<file path="src/rtl/lc3b_types.sv">
// Shared types for the LC-3b memory access unit: memory op codes, FSM states,
// and small helpers used when decoding an op.
package lc3b_types;

    typedef enum logic [2:0] {
        OP_NONE = 3'd0,
        OP_LD   = 3'd1,
        OP_ST   = 3'd2,
        OP_LDI  = 3'd3,
        OP_STI  = 3'd4,
        OP_TRAP = 3'd5
    } lc3b_mem_op;

    typedef enum logic [1:0] {
        S_IDLE = 2'd0,
        S_ACC1 = 2'd1,
        S_ACC2 = 2'd2,
        S_DONE = 2'd3
    } mau_state_e;

    function automatic logic is_indirect(input lc3b_mem_op op);
        return (op == OP_LDI) || (op == OP_STI);
    endfunction

    function automatic logic [15:0] trap_addr(input logic [7:0] vect);
        return {7'b0000000, vect, 1'b0};
    endfunction

endpackage

</file>
<file path="src/rtl/wb_lane_steer.sv">
// Maps a 16-bit access at a byte offset onto a Wishbone line: lane enables,
// write-line placement and read-word extraction (bytes zero-extended).
module wb_lane_steer #(
    parameter  int LINE_WORDS = 8,
    localparam int OFS_W      = $clog2(2 * LINE_WORDS)
) (
    input  logic [OFS_W-1:0]         ofs,
    input  logic                     byte_acc,
    input  logic [15:0]              wdata,
    input  logic [16*LINE_WORDS-1:0] line_rd,
    output logic [2*LINE_WORDS-1:0]  sel,
    output logic [16*LINE_WORDS-1:0] line_wr,
    output logic [15:0]              rdata
);

    localparam int K_W = OFS_W - 1;

    logic [K_W-1:0]              k_s;
    logic [LINE_WORDS-1:0][15:0] rd_words_s;
    logic [LINE_WORDS-1:0][15:0] wr_words_s;
    logic [LINE_WORDS-1:0][1:0]  sel_pairs_s;
    logic [15:0]                 word_s;

    assign k_s        = ofs[OFS_W-1:1];
    assign rd_words_s = line_rd;
    assign word_s     = rd_words_s[k_s];

    // Little-endian lanes: odd byte offset is the upper half of word k.
    always_comb begin
        sel_pairs_s = '0;
        wr_words_s  = '0;
        if (byte_acc) begin
            sel_pairs_s[k_s] = ofs[0] ? 2'b10 : 2'b01;
            wr_words_s[k_s]  = {wdata[7:0], wdata[7:0]};
            rdata            = {8'h00, (ofs[0] ? word_s[15:8] : word_s[7:0])};
        end else begin
            sel_pairs_s[k_s] = 2'b11;
            wr_words_s[k_s]  = wdata;
            rdata            = word_s;
        end
    end

    assign sel     = sel_pairs_s;
    assign line_wr = wr_words_s;

endmodule

</file>
<file path="src/rtl/mem_access_unit.sv">
// LC-3b MEM-stage unit: runs LD/ST/LDI/STI/TRAP as one or two Wishbone
// accesses and holds the pipeline until the op completes.
module mem_access_unit
    import lc3b_types::*;
#(
    parameter  int LINE_WORDS = 8,
    localparam int OFS_W      = $clog2(2 * LINE_WORDS)
) (
    input  logic                     clk,
    input  logic                     rst_n,
    input  logic                     stall,
    input  logic                     req_valid,
    input  lc3b_mem_op               op,
    input  logic                     byte_mode,
    input  logic [15:0]              addr_in,
    input  logic [15:0]              wdata_in,
    input  logic [7:0]               trapvect8,
    output logic [16-OFS_W-1:0]      wb_adr,
    output logic                     wb_cyc,
    output logic                     wb_stb,
    output logic                     wb_we,
    output logic [2*LINE_WORDS-1:0]  wb_sel,
    output logic [16*LINE_WORDS-1:0] wb_dat_m,
    input  logic [16*LINE_WORDS-1:0] wb_dat_s,
    input  logic                     wb_ack,
    output logic [15:0]              rdata_out,
    output logic                     done,
    output logic                     request_stall
);

    mau_state_e  state_q, state_d;
    lc3b_mem_op  op_q, op_d;
    logic        byte_q, byte_d;
    logic [15:0] wdata_q, wdata_d;
    logic [15:0] addr_q, addr_d;
    logic        cyc_q, cyc_d;
    logic        we_q, we_d;
    logic        done_q, done_d;
    logic [15:0] rdata_q, rdata_d;

    logic                     final_acc_s;
    logic                     acc_byte_s;
    logic [2*LINE_WORDS-1:0]  sel_s;
    logic [16*LINE_WORDS-1:0] line_wr_s;
    logic [15:0]              rd_word_s;

    // Pointer and vector fetches are always whole words; byte_mode only shapes the last access.
    assign final_acc_s = (state_q == S_ACC2) || !(is_indirect(op_q) || (op_q == OP_TRAP));
    assign acc_byte_s  = byte_q && final_acc_s;

    wb_lane_steer #(.LINE_WORDS(LINE_WORDS)) u_steer (
        .ofs      (addr_q[OFS_W-1:0]),
        .byte_acc (acc_byte_s),
        .wdata    (wdata_q),
        .line_rd  (wb_dat_s),
        .sel      (sel_s),
        .line_wr  (line_wr_s),
        .rdata    (rd_word_s)
    );

    // Next-state and next-output logic for the access sequencer.
    always_comb begin
        state_d = state_q;
        op_d    = op_q;
        byte_d  = byte_q;
        wdata_d = wdata_q;
        addr_d  = addr_q;
        cyc_d   = cyc_q;
        we_d    = we_q;
        done_d  = 1'b0;
        rdata_d = rdata_q;
        case (state_q)
            S_IDLE: begin
                if (req_valid && (op != OP_NONE)) begin
                    state_d = S_ACC1;
                    op_d    = op;
                    byte_d  = byte_mode;
                    wdata_d = wdata_in;
                    addr_d  = (op == OP_TRAP) ? trap_addr(trapvect8) : addr_in;
                    cyc_d   = 1'b1;
                    we_d    = (op == OP_ST);
                end else begin
                    cyc_d = 1'b0;
                    we_d  = 1'b0;
                end
            end
            S_ACC1: begin
                if (wb_ack) begin
                    if (!we_q) begin
                        rdata_d = rd_word_s;
                    end else begin
                        rdata_d = rdata_q;
                    end
                    if (is_indirect(op_q)) begin
                        state_d = S_ACC2;
                        addr_d  = rd_word_s;
                        we_d    = (op_q == OP_STI);
                    end else begin
                        state_d = S_DONE;
                        done_d  = 1'b1;
                        cyc_d   = 1'b0;
                        we_d    = 1'b0;
                    end
                end else begin
                    state_d = S_ACC1;
                end
            end
            S_ACC2: begin
                if (wb_ack) begin
                    if (!we_q) begin
                        rdata_d = rd_word_s;
                    end else begin
                        rdata_d = rdata_q;
                    end
                    state_d = S_DONE;
                    done_d  = 1'b1;
                    cyc_d   = 1'b0;
                    we_d    = 1'b0;
                end else begin
                    state_d = S_ACC2;
                end
            end
            S_DONE: begin
                if (stall) begin
                    state_d = S_DONE;
                    done_d  = 1'b1;
                end else begin
                    state_d = S_IDLE;
                    done_d  = 1'b0;
                end
            end
            default: begin
                state_d = S_IDLE;
                cyc_d   = 1'b0;
                we_d    = 1'b0;
            end
        endcase
    end

    // State and output registers; reset also aborts any bus cycle in flight.
    always_ff @(posedge clk) begin
        if (!rst_n) begin
            state_q <= S_IDLE;
            op_q    <= OP_NONE;
            byte_q  <= 1'b0;
            wdata_q <= 16'h0000;
            addr_q  <= 16'h0000;
            cyc_q   <= 1'b0;
            we_q    <= 1'b0;
            done_q  <= 1'b0;
            rdata_q <= 16'h0000;
        end else begin
            state_q <= state_d;
            op_q    <= op_d;
            byte_q  <= byte_d;
            wdata_q <= wdata_d;
            addr_q  <= addr_d;
            cyc_q   <= cyc_d;
            we_q    <= we_d;
            done_q  <= done_d;
            rdata_q <= rdata_d;
        end
    end

    assign wb_adr        = addr_q[15:OFS_W];
    assign wb_cyc        = cyc_q;
    assign wb_stb        = cyc_q;
    assign wb_we         = we_q;
    assign wb_sel        = cyc_q ? sel_s : '0;
    assign wb_dat_m      = (cyc_q && we_q) ? line_wr_s : '0;
    assign rdata_out     = rdata_q;
    assign done          = done_q;
    assign request_stall = (state_q == S_ACC1) || (state_q == S_ACC2) ||
                           ((state_q == S_IDLE) && req_valid && (op != OP_NONE));

endmodule

</file>
<file path="config.mk">
export PLATFORM = sky130hd
export DESIGN_NAME = mem_access_unit
export DESIGN_NICKNAME = d
export VERILOG_FILES = /design/src/rtl/lc3b_types.sv /design/src/rtl/wb_lane_steer.sv /design/src/rtl/mem_access_unit.sv
export SDC_FILE = /design/constraint.sdc
export NUM_CORES = 1
export LEC_CHECK = 0
export ABC_AREA = 0
export CAP_MARGIN = 40
export CORE_AREA = 2 2 136 138
export CTS_CLUSTER_DIAMETER = 30
export DETAILED_ROUTE_END_ITERATION = 7
export DIE_AREA = 0 0 138 140
export PLACE_DENSITY = 0.65
export REMOVE_ABC_BUFFERS = 1
export SETUP_SLACK_MARGIN = 0.2
export SYNTH_ARGS = -nofsm -noshare
export SYNTH_HDL_FRONTEND = slang
export SYNTH_SLANG_ARGS = --single-unit
</file>
<file path="constraint.sdc">
create_clock -name clk -period 2.4 [get_ports clk]
set_input_delay 0.48 -clock clk [delete_from_list [all_inputs] [get_ports clk]]
set_output_delay 0.48 -clock clk [all_outputs]
set_load 0.03 [all_outputs]
</file>
==> summary.txt <==
Status
  – Status: finished with violations
  – Failing checks: negative setup slack

Timing
  – Fin. Hold Viols: 0
  – Period utilization: 112%
  – Final Slew Violations: 0
  – Actual slew at the worst max-slew pin: 0.827 ns
  – Setup tns final: -14.99 ns
  – Max Freq: 371 MHz
  – Setup violators final: 74
  – Post-route minimum period: 2.69 ns
  – PnR worst setup slack: -0.293 ns
  – Final clock skew: 0.00486 ns
  – Slew Limit Headroom: 44.7%
  – RSZ-0062 raised after global routing: yes

Yosys
  – Cell taking the most area after synthesis: dfxtp_1
  – Xor and xnor area share after synthesis: 0%
  – Async set-or-reset flop fraction in the synthesized netlist: 0%
  – Synthesis-stage register bit count: between 50 and 60
  – Largest cells by area after synthesis: dfxtp_1, mux4_2, nor2_1
  – Netlist cell types: 50
  – Ys Warns: 0
  – Simple-gate area share of the yosys netlist: 28.2%
  – Top FF cell, synth: dfxtp_1
  – Average instance area after synthesis: 8.11 sq um
  – Synth Area in Compound Gates: 15.4%
  – Main combinational cell family by area after synthesis: simple AND/OR/NAND/NOR gates
  – Adder-cell share of the synthesized area: 1.58%
  – Syn Inst Count: 584
  – Yosys top cell area share: around a quarter
  – Multiplexer share of the synthesized area: 23.3%
  – Cell Area, Synth: 4740 sq um
  – EDFF count, synth: 0
  – Sequential fraction of the synthesis area: 24.1%

Pwr
  – Leakage: 3.87 nW
  – Pwr/cell area: 460 nW/um^2
  – Worst vdd ir: between 0.3 and 0.4 mV

Worst setup path
  – Crit end category: output pin
  – Critical Path RT: 1.92 ns
  – CP Launch Type: flop
  – Critical Path Fanout Max: 7
  – Kind of critical path: reg2out
  – Reg2Reg Depth: 6
  – Critical Path AT: 2.21 ns
  – CP max-delay cell: or3b_4
  – Largest stage delay on the critical path: 0.40 ns
  – Critical-path cell list: inv_2 > ha_4 > or3b_4 > nand3_4 > buf_12 > mux2i_4 > buf_6 > nor2_1 > buf_4

CTS
  – Clk pin slew, worst setup/hold paths: ~0.05 ns
  – Clock buffer depth: 2
  – Cts hold-fix bufs: 0
  – TritonCTS buffer count: 9
  – CTS tree: done
  – H-tree depth: 3
  – Worst skew pair latency: about 0.33 ns
  – CTS Sinks: 57
  – Root buf cell: clkbuf_16

Drt
  – Vias per cell: slightly below 5
  – Post-detailed-route wirelength per cell: 18.4 um
  – Detail Route Antenna Nets: 0
  – # DRC: 0
  – Drt pass-1 iters: 4
  – Vias after detailed routing: 5,915
  – Routed WL: 22,100 um
  – Drt initial violations: roughly 170

Placement
  – Post-Place Worst Slack: -0.355 ns
  – Detailed Place HPWL: 17,200 um
  – PortBufs: 353
  – RePlAce Congestion: 0.862

Die
  – # IOs: 354
  – Die Span X: roughly 140 um
  – FP Rows: 49
  – Initial core utilization: 26.6%
  – Die area: around 19,000 sq um
  – Die Height: about 140 um
  – Core ar.: 17,800 sq um

Finish
  – Register area: ~1100 sq um
  – Layout cell share with drive strength beyond 1: 36.8%
  – Nets: 1,151
  – # fillers: ~1,600
  – Most common cell after layout, fill and taps aside: clkdlybuf4s50_1
  – Synth-to-Final Area Change: 98.5%
  – Most frequent cells in the layout: clkdlybuf4s50_1, buf_4, nand2_1, nor2_1, buf_6
  – Area of the multi-input gates: around 3600 sq um
  – Antenna cells: 0

Global routing
  – Largest net degree at the start of global routing: 38
  – Initial antenna violation count: 0
  – GRT Overall Usage: 21.9%
  – Vias in the first global route: ~6,000
  – First-pass GRT wire length: 33,600 um
  – Grt ovf: 0

Run
  – Maximum Capacitance Violations: 0

Hold path
  – Hold WC Path Type: reg2reg
  – Hold path cells: 2
==> sequential cells by signal, indices dropped and copies added (netlist names), 2 cells and up <==
name	count
state_q	2
op_q	3
rdata_out	16
wdata_q	16
addr_q	16
==> cell usage after synthesis (4+ instances only) <==
cell,instances
nor2_1,108
nand2_1,69
dfxtp_1,57
and2_1,33
and3_1,33
a21boi_0,25
mux2i_1,25
a21oi_1,23
mux4_2,22
o21ai_0,21
clkbuf_1,20
nand3_1,16
buf_2,14
buf_4,13
a211oi_1,9
mux4_1,8
o211ai_1,8
a32oi_1,7
buf_6,7
ha_1,6
mux2_4,6
or2_2,5
a21boi_1,4
buf_1,4
inv_1,4
mux2_2,4
==> worst max-delay path: cells and delay by family, from the launching register on <==
kind	cells	cell delay, ns
AND/OR/NAND/NOR	3	0.59
buffers and inverters	4	0.55
flip-flops	1	0.33
multiplexers	1	0.25
adder cells (fa/ha/maj)	1	0.16
==> area by class of cell <==
cell class	count	area share [%]
repair buffers	431	43.1
multi-input cells	465	38.4
flip-flops and latches	57	12.2
well taps	229	3.05
clock buffers	12	2.73
clock inverters	3	0.426
inverters	4	0.160
==> layer usage <==
| layer | GRT usage (%) | vias to the layer above | wire, um |
|---|---|---|---|
| met5 | 0 | - | 0 |
| met4 | 6.44 | 0 | 419 |
| met3 | 5.09 | 22 | 1410 |
| met2 | 42.1 | 249 | 12100 |
| met1 | 23.9 | 2800 | 8150 |
| li1 | - | 2844 | - |
==> power by group <==
group	internal, mW	switching, mW
combinational	0.948	0.910
sequential	1.06	0.104
clock	0.851	0.456
total	2.85	1.47
==> final timing paths <==
| check | start | end | slack [ns] |
|---|---|---|---|
| worst max-delay path | state_q[0] | wb_dat_m[123] | -0.29 |
| worst min-delay path | rdata_out[8] | rdata_out[8] | 0.45 |
| worst max register to register | addr_q[1] | addr_q[2] | 0.31 |
| worst min register to register | rdata_out[8] | rdata_out[8] | 0.45 |
==> metrics by stage <==
stage / cells / power (mW) / hold WS (ns) / area (sq um) / util [%]
global route: 1201 / 4.56 / 0.467 / 9400 / 52.9
detailed placement: 1171 / 2.91 / 0.446 / 8400 / 47.2
finish: 1201 / 4.32 / 0.450 / 9400 / 52.9
floorplan: 526 / 2.04 / 0.443 / 4400 / -
global placement: 1170 / 2.90 / 0.437 / 8380 / 47.2
CTS: 1195 / 4.31 / 0.453 / 8980 / 50.5
==> kinds of logic (layout without fill, tap and decap cells) <==
family	Yosys count	in the layout
AND/OR/NAND/NOR	284	284
AO/OA/AOI/OAI	109	109
multiplexers	66	66
buffers and inverters	62	450
flip-flops	57	57
adder cells (fa/ha/maj)	6	6
==> what timing repair did <==
action	4_1_cts	5_1_grt
endpoints found under the setup margin	141	143
resized for setup	137	114
buffers inserted	9	6
pin swaps	32	16
(Power assumes the default switching activity.)
